===== config.mk =====
export PLATFORM = sky130hd
export DESIGN_NAME = nibble_add_seq
export DESIGN_NICKNAME = d
export VERILOG_FILES = /design/src/rtl/nibble_add_pkg.sv /design/src/rtl/nibble_add_seq_fa4.sv /design/src/rtl/nibble_add_seq.sv
export SDC_FILE = /design/constraint.sdc
export NUM_CORES = 1
export LEC_CHECK = 0
export CELL_PAD_IN_SITES_DETAIL_PLACEMENT = 1
export CELL_PAD_IN_SITES_GLOBAL_PLACEMENT = 1
export CORE_ASPECT_RATIO = 0.6
export CORE_MARGIN = 1.5
export CORE_UTILIZATION = 40
export DETAILED_ROUTE_END_ITERATION = 8
export MAX_ROUTING_LAYER = met4
export PLACE_DENSITY = 0.81
export SLEW_MARGIN = 5
export SYNTH_ARGS = -nofsm -noshare
export SYNTH_HDL_FRONTEND = slang
export SYNTH_SLANG_ARGS = --single-unit

===== constraint.sdc =====
create_clock -name clk -period 3.9 [get_ports clk]
set_clock_uncertainty 0.15 [all_clocks]
set_input_delay 0.78 -clock clk [delete_from_list [all_inputs] [get_ports clk]]
set_output_delay 0.78 -clock clk [all_outputs]
set_load 0.01 [all_outputs]

===== src/rtl/nibble_add_pkg.sv =====
// Shared types and constants for the nibble-serial adder.
package nibble_add_pkg;

  typedef enum logic [1:0] {
    IDLE,
    RUN,
    DONE
  } state_t;

  localparam int unsigned NIBBLE_W = 4;

endpackage


===== src/rtl/nibble_add_seq_fa4.sv =====
// 4-bit ripple-carry adder slice, the datapath shared by every nibble step.
module fa4 (
  input  logic [3:0] A,
  input  logic [3:0] B,
  input  logic       Cin,
  output logic [3:0] S,
  output logic       Cout
);

  // Ripple the carry through four full-adder cells.
  always_comb begin
    logic carry;
    S     = '0;
    carry = Cin;
    for (int i = 0; i < 4; i++) begin
      S[i]  = A[i] ^ B[i] ^ carry;
      carry = (A[i] & B[i]) | (carry & (A[i] ^ B[i]));
    end
    Cout = carry;
  end

endmodule


===== src/rtl/nibble_add_seq.sv =====
// Nibble-serial add/subtract sequencer: one fa4 slice is reused once per
// clock, LSB nibble first, with the carry held in a register between steps.
module nibble_add_seq
  import nibble_add_pkg::*;
#(
  parameter int unsigned WIDTH = 16
) (
  input  logic             clk,
  input  logic             rst,
  input  logic             in_valid,
  output logic             in_ready,
  input  logic [WIDTH-1:0] a,
  input  logic [WIDTH-1:0] b,
  input  logic             cin,
  input  logic             sub,
  output logic             busy,
  output logic             out_valid,
  input  logic             out_ready,
  output logic [WIDTH-1:0] sum,
  output logic             cout,
  output logic             ovf
);

  localparam int unsigned NIB  = WIDTH / NIBBLE_W;
  localparam int unsigned IDXW = (NIB > 1) ? $clog2(NIB) : 1;
  localparam int unsigned MSB  = WIDTH - 1;
  localparam logic [IDXW-1:0] LAST_IDX = IDXW'(NIB - 1);

  if ((WIDTH % NIBBLE_W) != 0 || WIDTH < NIBBLE_W) begin : g_bad_width
    $error("nibble_add_seq: WIDTH must be a multiple of 4 and at least 4");
  end

  state_t          state_q, state_d;
  logic [IDXW-1:0] idx_q;
  logic            carry_q;
  logic [WIDTH-1:0] a_q;
  logic [WIDTH-1:0] beff_q;  // b already inverted for subtract
  logic [WIDTH-1:0] sum_q;
  logic            cout_q;
  logic            ovf_q;

  logic [NIBBLE_W-1:0] slice_a, slice_b, slice_s;
  logic                slice_c;
  logic                last_step;

  assign slice_a   = a_q[int'(idx_q) * NIBBLE_W +: NIBBLE_W];
  assign slice_b   = beff_q[int'(idx_q) * NIBBLE_W +: NIBBLE_W];
  assign last_step = (idx_q == LAST_IDX);

  fa4 u_fa4 (
    .A    (slice_a),
    .B    (slice_b),
    .Cin  (carry_q),
    .S    (slice_s),
    .Cout (slice_c)
  );

  // Next-state logic for the IDLE -> RUN -> DONE controller.
  always_comb begin
    state_d = state_q;
    unique case (state_q)
      IDLE:    if (in_valid) state_d = RUN;
      RUN:     if (last_step) state_d = DONE;
      DONE:    if (out_ready) state_d = IDLE;
      default: state_d = IDLE;
    endcase
  end

  // State register.
  always_ff @(posedge clk or posedge rst) begin
    if (rst) begin
      state_q <= IDLE;
    end else begin
      state_q <= state_d;
    end
  end

  // Operand capture, per-nibble accumulation and final flag capture.
  always_ff @(posedge clk or posedge rst) begin
    if (rst) begin
      idx_q   <= '0;
      carry_q <= 1'b0;
      a_q     <= '0;
      beff_q  <= '0;
      sum_q   <= '0;
      cout_q  <= 1'b0;
      ovf_q   <= 1'b0;
    end else begin
      unique case (state_q)
        IDLE: begin
          if (in_valid) begin
            a_q     <= a;
            beff_q  <= sub ? ~b : b;
            // Subtract is A + ~B + 1, so the carry-in becomes the +1.
            carry_q <= sub ? 1'b1 : cin;
            sum_q   <= '0;
            idx_q   <= '0;
          end
        end
        RUN: begin
          sum_q[int'(idx_q) * NIBBLE_W +: NIBBLE_W] <= slice_s;
          carry_q <= slice_c;
          if (last_step) begin
            cout_q <= slice_c;
            // Sign of the top slice result is the final result sign.
            ovf_q  <= (a_q[MSB] == beff_q[MSB]) && (slice_s[NIBBLE_W-1] != a_q[MSB]);
          end else begin
            idx_q <= idx_q + 1'b1;
          end
        end
        default: ;
      endcase
    end
  end

  // Handshake and status outputs decode from the state register only.
  assign in_ready  = (state_q == IDLE);
  assign busy      = (state_q == RUN);
  assign out_valid = (state_q == DONE);
  assign sum       = sum_q;
  assign cout      = cout_q;
  assign ovf       = ovf_q;

endmodule

Word-level counts from Yosys, hierarchy flattened

Index checks and enable logic that the tools add are counted.

Flip-flop bits (word level): 55
Output and inout bits: 21
Memories kept: 0
RAM bits: 0
Memory bits (read-only): 0
Latch bits: 0

Reduce and logical (&&, ||, !) cells: 8
Muxes and demuxes: 14
$mul: 0
Add/subtract/negate cells: 2
$lt $le $gt $ge: 0
Bitwise operators: 21
Div/mod/pow operators: 0
Equal/unequal tests: 9
Shifts and indexed selects: 4

Operator list:

| kind                    | count |
|---|---|
| $neg 4->34              | 1 |
| $shift 4x34->16 const A | 1 |
| $shiftx 4x34->16        | 1 |
| $mux 16                 | 2 |
| $pmux 16 s2             | 1 |
| $shiftx 16x5->4         | 2 |
| $bwmux 16               | 1 |
| $not 16->16             | 1 |
| $mux 2                  | 5 |
| $and 1x1->1             | 8 |
| $xor 1x1->1             | 8 |
| $pmux 2 s3              | 1 |
| $reduce_and 2->1        | 3 |
| $reduce_and 3->1        | 2 |
| $eq 2x2->1 const B      | 2 |
| $ne 2x1->1 const B      | 2 |
| $ne 2x2->1 const B      | 2 |
| $or 1x1->1              | 4 |
| $pmux 2 s2              | 1 |
| $add 2x1->2 const B     | 1 |
| $eq 2x1->1 const B      | 1 |
| $logic_not 2->1         | 1 |
| $mux 1                  | 2 |
| $pmux 1 s2              | 1 |
| 4 further kinds         | 4 |

Longest topological paths before layout

Gate-level depths: netlist of run 1.

Word-level depth: 12
Mapped depth: 13

By module

Synthesis of run 1 repeated with hierarchy kept, for this count alone.

Cells, all modules: 251
Area, all modules: 2,698.8 µm²

By module, submodules not included:

| module         | times used | sequential area each (µm²) | area an instance (µm²) | cells an instance |
|---|---|---|---|---|
| nibble_add_seq | 1          | 1,376.3                    | 2,581.2                | 237 |
| fa4            | 1          | 0.0                        | 117.6                  | 14 |

Least setup slack after synthesis of run 1

OpenSTA, ideal clock, no wires.

Path kind: register -> register
Start: register idx_q[0]
End: register ovf_q, in the netlist ovf
Clock period less this slack: 3,314 ps
Stages on the path, launching flop included: 14
Arrival: 3,033 ps
Buffers on the path: 1
Setup slack: 586 ps
Library setup time: 131 ps
Cell sequence: dfrtp_1 buf_2 mux4_2 inv_1 fa_1 inv_1 fa_1 inv_1 fa_1 inv_1 fa_1 and3b_1 a21oi_1 o21ai_0

Word-level cells in the longest chain between the ends: 11
Elaborated cells between the ends (all ways): 20

RTL lines:

| element                                   | RTL line                                   | source |
|---|---|---|
| start, declared                           | nibble_add_seq.sv:34                       | `logic [IDXW-1:0] idx_q;` |
| start signal, assigned                    | nibble_add_seq.sv:108                      | `idx_q <= idx_q + 1'b1;` |
| $shiftx 16x5->4, on equally long branches | nibble_add_seq.sv:46, nibble_add_seq.sv:47 |  |
| $xor 1x1->1                               | nibble_add_seq_fa4.sv:17                   | `carry = (A[i] & B[i]) \| (carry & (A[i] ^ B[i]));` |
| $and 1x1->1                               | nibble_add_seq_fa4.sv:17                   |  |
| $or 1x1->1                                | nibble_add_seq_fa4.sv:17                   |  |
| $and 1x1->1                               | nibble_add_seq_fa4.sv:17                   |  |
| $or 1x1->1                                | nibble_add_seq_fa4.sv:17                   |  |
| $and 1x1->1                               | nibble_add_seq_fa4.sv:17                   |  |
| $or 1x1->1                                | nibble_add_seq_fa4.sv:17                   |  |
| $xor 1x1->1                               | nibble_add_seq_fa4.sv:16                   | `S[i] = A[i] ^ B[i] ^ carry;` |
| $ne 1x1->1                                | nibble_add_seq.sv:106                      | `ovf_q <= (a_q[MSB] == beff_q[MSB]) && (slice_s[NIBBLE_W-1] != a_q[MSB]);` |
| $logic_and 1x1->1                         | nibble_add_seq.sv:106                      |  |
| end signal, assigned                      | nibble_add_seq.sv:106                      |  |
| end, declared                             | nibble_add_seq.sv:40                       | `logic ovf_q;` |

Parallel ways exist; a longest one is shown, timed or not.
A chain may end at the register's enable or synchronous reset.

Final worst setup path of run 1

Ends and elaborated chain as after synthesis.

==> flow_summary.json, run 1 <==
{
  "status": "finished clean",
  "drv_cap": 0,
  "cts_resized": 0,
  "clk_latency_ns": 0.31,
  "final_common_cell": "clkdlybuf4s50_1",
  "setup_viol": 0,
  "peakVddDrop_v": 0.000322,
  "dr.first_iter.drc_count": 111,
  "utilization_pct": 54.8,
  "path_cells": "mux4_2 -> inv_1 -> fa_1 -> inv_1 -> fa_1 -> inv_1 -> fa_1 -> inv_1 -> fa_1 -> and3b_1 -> a21oi_1 -> o21ai_0",
  "cts_buffer_depth": 2,
  "post_cts_buffers": 0,
  "start_util_pct": 42.2,
  "most-common-layout-cells": "58 x clkdlybuf4s50_1, 55 x dfrtp_1, 21 x nor2_1, 18 x mux2_2, 17 x a21oi_1",
  "seq_area_frac_synth_pct": 52.2,
  "dp_hpwl_mm": 5.03,
  "worstSetupPathType": "reg2reg",
  "p_leak_nw": 1.41,
  "switching_share_pct": 40.8,
  "p_sw_w": 0.00127,
  "wl_per_cell_um": 18.8,
  "cp_max_fo": 8,
  "grt_antenna_before_repair": 0,
  "finalHoldViolCount": 0,
  "cts_hold_buffers": 0,
  "crit_family": "adder cells",
  "pwr-share-seq_pct": 34.5,
  "nets": 319,
  "slew_headroom_pct": 64.5,
  "cp.buffers_inverters": 4,
  "end_kind": "register",
  "num_vias": 1923,
  "clkPwrFrac_pct": 12.0,
  "syn_avg_cell_area_um2": 12.3,
  "fillers": 669,
  "slowest_delay_ns": 0.63,
  "fin_crit_sh_pct": 90.8,
  "ant_nets": 0,
  "die_area_um2": 7110,
  "whs_ns": 0.357,
  "overflow": 0,
  "grt_max_degree": 50,
  "p_comb_share_pct": 53.4,
  "rows": 22,
  "worstMarginPinSlew_ns": 0.532,
  "postSynthCellCount": 214,
  "crit_path_start_kind": "register",
  "fin_ws_ns": 0.359,
  "slew_violations": 0,
  "place_ws_ns": 0.391,
  "grt_pass1_wl_mm": 10.7,
  "final.setup.tns_ns": 0,
  "yosysWarnings": 0,
  "ctsHtreeMaxLevel": 2,
  "pin_count": 59,
  "numCtsBuffers": 5,
  "power_density_nw_per_um2": 908,
  "grtUsageTotal_pct": 20.6,
  "gp_congestion": 0.794,
  "routed_wl_mm": 6.71,
  "n_antenna_cell": 0,
  "p_int_w": 0.00184,
  "synth_seq_cells": 55,
  "path_clk_slew_ns": 0.10,
  "fin_crit_ns": 3.54,
  "viasPerCell": 5.39,
  "firstDrtPassIters": 4,
  "syn-cell-area_um2": 2640,
  "rsz0062_at_grt": "no",
  "syn_nets": 260,
  "min_path_type": "reg2reg",
  "chipWidth_um": 108,
  "worstPathArrival_ns": 3.58,
  "area_growth_pct": 29.7,
  "drive_gt1_share_pct": 15.8,
  "port_buffers": 58,
  "ctsRootBufferMaster": "clkbuf_8",
  "synth_cell_types": 30,
  "cts_sinks": 55,
  "die_h_um": 65.9,
  "first_global_vias": 1979,
  "cp.required_ns": 3.93,
  "max_freq_mhz": 282,
  "cts_tree": "yes",
  "core_um2": 6250,
  "critPathSlowestCell": "fa_1",
  "drc": 0
}
[worst paths after layout]
| kind | from | end | slack, ns | depth (start not counted) |
|---|---|---|---|---|
| setup / recovery | idx_q[0]$_DFFE_PP0P_ | ovf$_DFFE_PP0P_ | 0.36 | 12 |
| hold / removal | sum[4]$_DFFE_PP0P_ | sum[4]$_DFFE_PP0P_ | 0.36 | 1 |
| setup reg to reg | idx_q[0]$_DFFE_PP0P_ | ovf$_DFFE_PP0P_ | 0.36 | 12 |
| hold reg to reg | sum[4]$_DFFE_PP0P_ | sum[4]$_DFFE_PP0P_ | 0.36 | 1 |
| max in group asynchronous | rst | beff_q[7]$_DFFE_PP0P_ | 2.19 | 3 |
| min in group asynchronous | rst | a_q[0]$_DFFE_PP0P_ | 0.59 | 2 |
[Yosys cell counts]
| cell | number | share of area, % |
|---|---|---|
| a21o_1 | 4 | 1.1 |
| a21oi_1 | 17 | 3.2 |
| a22o_1 | 8 | 2.7 |
| a22o_2 | 1 | 0.38 |
| a2bb2oi_1 | 1 | 0.33 |
| and3b_1 | 1 | 0.33 |
| buf_2 | 8 | 1.5 |
| clkbuf_1 | 3 | 0.43 |
| dfrtp_1 | 55 | 52 |
| fa_1 | 4 | 3.0 |
| ha_1 | 4 | 1.9 |
| inv_1 | 11 | 1.6 |
| inv_2 | 1 | 0.14 |
| mux2_2 | 18 | 7.7 |
| mux4_2 | 8 | 6.8 |
| nand2_1 | 6 | 0.85 |
| nand2b_1 | 2 | 0.47 |
| nand3b_1 | 1 | 0.28 |
| nor2_1 | 21 | 3.0 |
| nor2b_1 | 2 | 0.47 |
| nor3_1 | 2 | 0.38 |
| nor3b_1 | 1 | 0.28 |
| nor3b_2 | 1 | 0.47 |
| nor4_1 | 2 | 0.47 |
| o21ai_0 | 3 | 0.57 |
| o2bb2ai_1 | 8 | 2.7 |
| or3_1 | 2 | 0.47 |
| or3b_4 | 1 | 0.43 |
| or4_1 | 2 | 0.57 |
| xnor2_1 | 16 | 5.3 |
[worst reg2reg max path, stage by stage (launching register included)]
cell and delay (ns):
dfrtp_1 0.59, mux4_2 0.56, inv_1 0.09, fa_1 0.16, inv_1 0.05, fa_1 0.38, inv_1 0.09, fa_1 0.17
inv_1 0.05, fa_1 0.63, and3b_1 0.23, a21oi_1 0.15, o21ai_0 0.11
[power groups by stage]
stage                     sequential (W)  combinational [W]  clock, W
final                            0.00107            0.00166  0.000375
after global routing             0.00111            0.00180  0.000401
after CTS                        0.00107            0.00167  0.000383
after detailed placement         0.00108            0.00166         0
after global placement           0.00107            0.00156         0
after floorplan                  0.00100            0.00105         0
[stage by stage]
step / total power (W) / instances / cell area, um^2
2_1_floorplan: 0.00205 / 214 / 2640
3_3_place_gp: 0.00263 / 350 / 3320
3_5_place_dp: 0.00274 / 350 / 3320
4_1_cts: 0.00313 / 357 / 3420
5_1_grt: 0.00331 / 357 / 3420
6_report: 0.00311 / 357 / 3420
[per-layer routing]
metal  GRT usage (%)  routed length, um  up-vias
li1                -                  -      861
met1            28.9               3230     1001
met2            32.4               3060       54
met3            3.65                374        7
met4            3.45                 45        0
met5               -                  0        -
[area by class of cell]
| class | count | area (um^2) | share of cell area, % |
|---|---|---|---|
| well taps | 84 | 105 | 3.07 |
| clock inverters | 2 | 37.5 | 1.10 |
| multi-input cells | 136 | 1170 | 34.2 |
| repair buffers | 63 | 618 | 18.1 |
| flip-flops and latches | 55 | 1380 | 40.2 |
| inverters | 12 | 45.0 | 1.32 |
| clock buffers | 5 | 68.8 | 2.01 |
[sequential cells by signal, indices dropped and copies added (netlist names)]
| register | flops |
|---|---|
| beff_q | 16 |
| ovf | 1 |
| state_q | 2 |
| a_q | 16 |
| idx_q | 2 |
| carry_q | 1 |
| sum | 16 |
| cout | 1 |
[cell families after synthesis]
| family | after synthesis | share of synthesized area, % |
|---|---|---|
| flip-flops | 55 | 52.2 |
| AND/OR/NAND/NOR | 44 | 8.49 |
| AO/OA/AOI/OAI | 42 | 11.0 |
| multiplexers | 26 | 14.5 |
| buffers and inverters | 23 | 3.65 |
| XOR/XNOR | 16 | 5.31 |
| adder cells (fa/ha/maj) | 8 | 4.93 |
No activity file was read; power rests on OpenSTA's default activity.
==> run 2: changes to the inputs <==
--- a/config.mk
+++ b/config.mk
@@ -5,12 +5,14 @@
 export SDC_FILE = /design/constraint.sdc
 export NUM_CORES = 1
 export LEC_CHECK = 0
+export ABC_CLOCK_PERIOD_IN_PS = 3900
 export CELL_PAD_IN_SITES_DETAIL_PLACEMENT = 1
 export CELL_PAD_IN_SITES_GLOBAL_PLACEMENT = 1
 export CORE_ASPECT_RATIO = 0.6
 export CORE_MARGIN = 1.5
 export CORE_UTILIZATION = 40
 export DETAILED_ROUTE_END_ITERATION = 8
+export GPL_TIMING_DRIVEN = 0
 export MAX_ROUTING_LAYER = met4
 export PLACE_DENSITY = 0.81
 export SLEW_MARGIN = 5
==> flow_summary.json, run 2 (synthesis gave the netlist of run 1 again) <==
{
  "status": "finished clean",
  "p_leak_nw": 1.45,
  "worstSetupPathType": "reg2reg",
  "met3_usage_pct": 6.21,
  "worstPathArrival_ns": 3.74,
  "chipWidth_um": 108,
  "finalHoldViolCount": 0,
  "crit_path_start_kind": "register",
  "n_antenna_cell": 0,
  "worstMarginPinSlew_ns": 0.676,
  "final_common_cell": "clkdlybuf4s50_1",
  "most-common-layout-cells": "57 x clkdlybuf4s50_1, 54 x dfrtp_1, 21 x nor2_1, 18 x mux2_2, 17 x a21oi_1",
  "grt_use_met2_pct": 29.6,
  "path_clk_slew_ns": 0.10,
  "slew_headroom_pct": 54.9,
  "firstDrtPassIters": 4,
  "rows": 22,
  "cts_buffer_depth": 2,
  "fin_crit_ns": 3.68,
  "ant_nets": 0,
  "die_area_um2": 7110,
  "fin_crit_sh_pct": 94.4,
  "cts_sinks": 55,
  "grtUsageTotal_pct": 20.1,
  "dr.first_iter.drc_count": 40,
  "grt_pass1_wl_mm": 10.1,
  "drive_gt1_share_pct": 17.1,
  "wl_per_cell_um": 18.1,
  "final.setup.tns_ns": 0,
  "path_cells": "clkbuf_1 -> mux4_2 -> inv_1 -> fa_1 -> inv_1 -> fa_1 -> inv_1 -> fa_1 -> inv_1 -> fa_1 -> and3b_1 -> a21oi_1 -> o21ai_0",
  "place_ws_ns": 0.0462,
  "grt_max_degree": 41,
  "ctsRootBufferMaster": "clkbuf_8",
  "peakVddDrop_v": 0.000347,
  "setup_viol": 0,
  "port_buffers": 57,
  "drv_cap": 0,
  "grt_antenna_before_repair": 0,
  "gp_congestion": 0.735,
  "nets": 325,
  "power_density_nw_per_um2": 917,
  "cp.buffers_inverters": 5,
  "slew_violations": 0,
  "num_vias": 1902,
  "dp_hpwl_mm": 4.85,
  "utilization_pct": 55.5,
  "core_um2": 6250,
  "pin_count": 59,
  "met1_usage_pct": 27.9,
  "critPathSlowestCell": "fa_1",
  "min_path_type": "reg2reg",
  "rsz0062_at_grt": "no",
  "clk_latency_ns": 0.32,
  "drc": 0,
  "viasPerCell": 5.23,
  "fin_ws_ns": 0.219,
  "cts_hold_buffers": 0,
  "die_h_um": 65.9,
  "area_growth_pct": 31.5,
  "routed_wl_mm": 6.57,
  "first_global_vias": 1912,
  "start_util_pct": 42.2,
  "end_kind": "register",
  "ctsHtreeMaxLevel": 2,
  "cp_max_fo": 10,
  "crit_family": "adder cells",
  "cp.required_ns": 3.96,
  "slowest_delay_ns": 0.64,
  "top_usage_layer": "met2",
  "max_freq_mhz": 272,
  "cts_tree": "yes",
  "numCtsBuffers": 5,
  "overflow": 0
}
-- run 2: timing repair --
action                     4_1_cts  5_1_grt
buffers inserted                 0        0
setup endpoints to repair        0        1
resized for setup                0        2
-- run 2: power by group --
part | leakage (nW) | total [W] | internal (W) | switching, W
combinational | 0.712 | 0.00171 | 0.000820 | 0.000893
clock | 0.0654 | 0.000449 | 0.000257 | 0.000192
sequential | 0.669 | 0.00102 | 0.000840 | 0.000179
total | 1.45 | 0.00318 | 0.00192 | 0.00126
-- run 2: per-layer routing --
layer | wire length [um] | up-vias
met5 | 0 | -
met4 | 38 | 0
met3 | 357 | 6
met2 | 2850 | 48
met1 | 3330 | 966
li1 | - | 882
-- run 2: final cells by class --
cell class	instances	area, um^2
clock inverter	2	60.1
sequential	55	1380
multi-input combinational	136	1170
clock buffer	6	72.6
buffer	11	53.8
timing repair buffer	58	591
fill	674	2780
tap	84	105
inverter	12	45.0
-- run 2: per-stage QoR --
stage	total power (W)	cell area [um^2]	hold slack (ns)	std cells
6_report	0.00318	3470	0.351	364
5_1_grt	0.00337	3470	0.382	364
4_1_cts	0.00319	3470	0.352	364
3_5_place_dp	0.00273	3330	0.331	356
3_3_place_gp	0.00265	3310	0.331	355
2_1_floorplan	0.00205	2640	0.320	214
-- run 2: path summary, 6_finish.rpt --
kind	startpoint	to	slack, ns	cells after the start
setup / recovery	idx_q[1]$_DFFE_PP0P_	ovf$_DFFE_PP0P_	0.22	13
hold / removal	sum[0]$_DFFE_PP0P_	sum[0]$_DFFE_PP0P_	0.35	1
setup reg to reg	idx_q[1]$_DFFE_PP0P_	ovf$_DFFE_PP0P_	0.22	13
hold reg to reg	sum[0]$_DFFE_PP0P_	sum[0]$_DFFE_PP0P_	0.35	1
max in group asynchronous	rst	idx_q[0]$_DFFE_PP0P_	2.48	3
min in group asynchronous	rst	a_q[13]$_DFFE_PP0P_	0.59	2
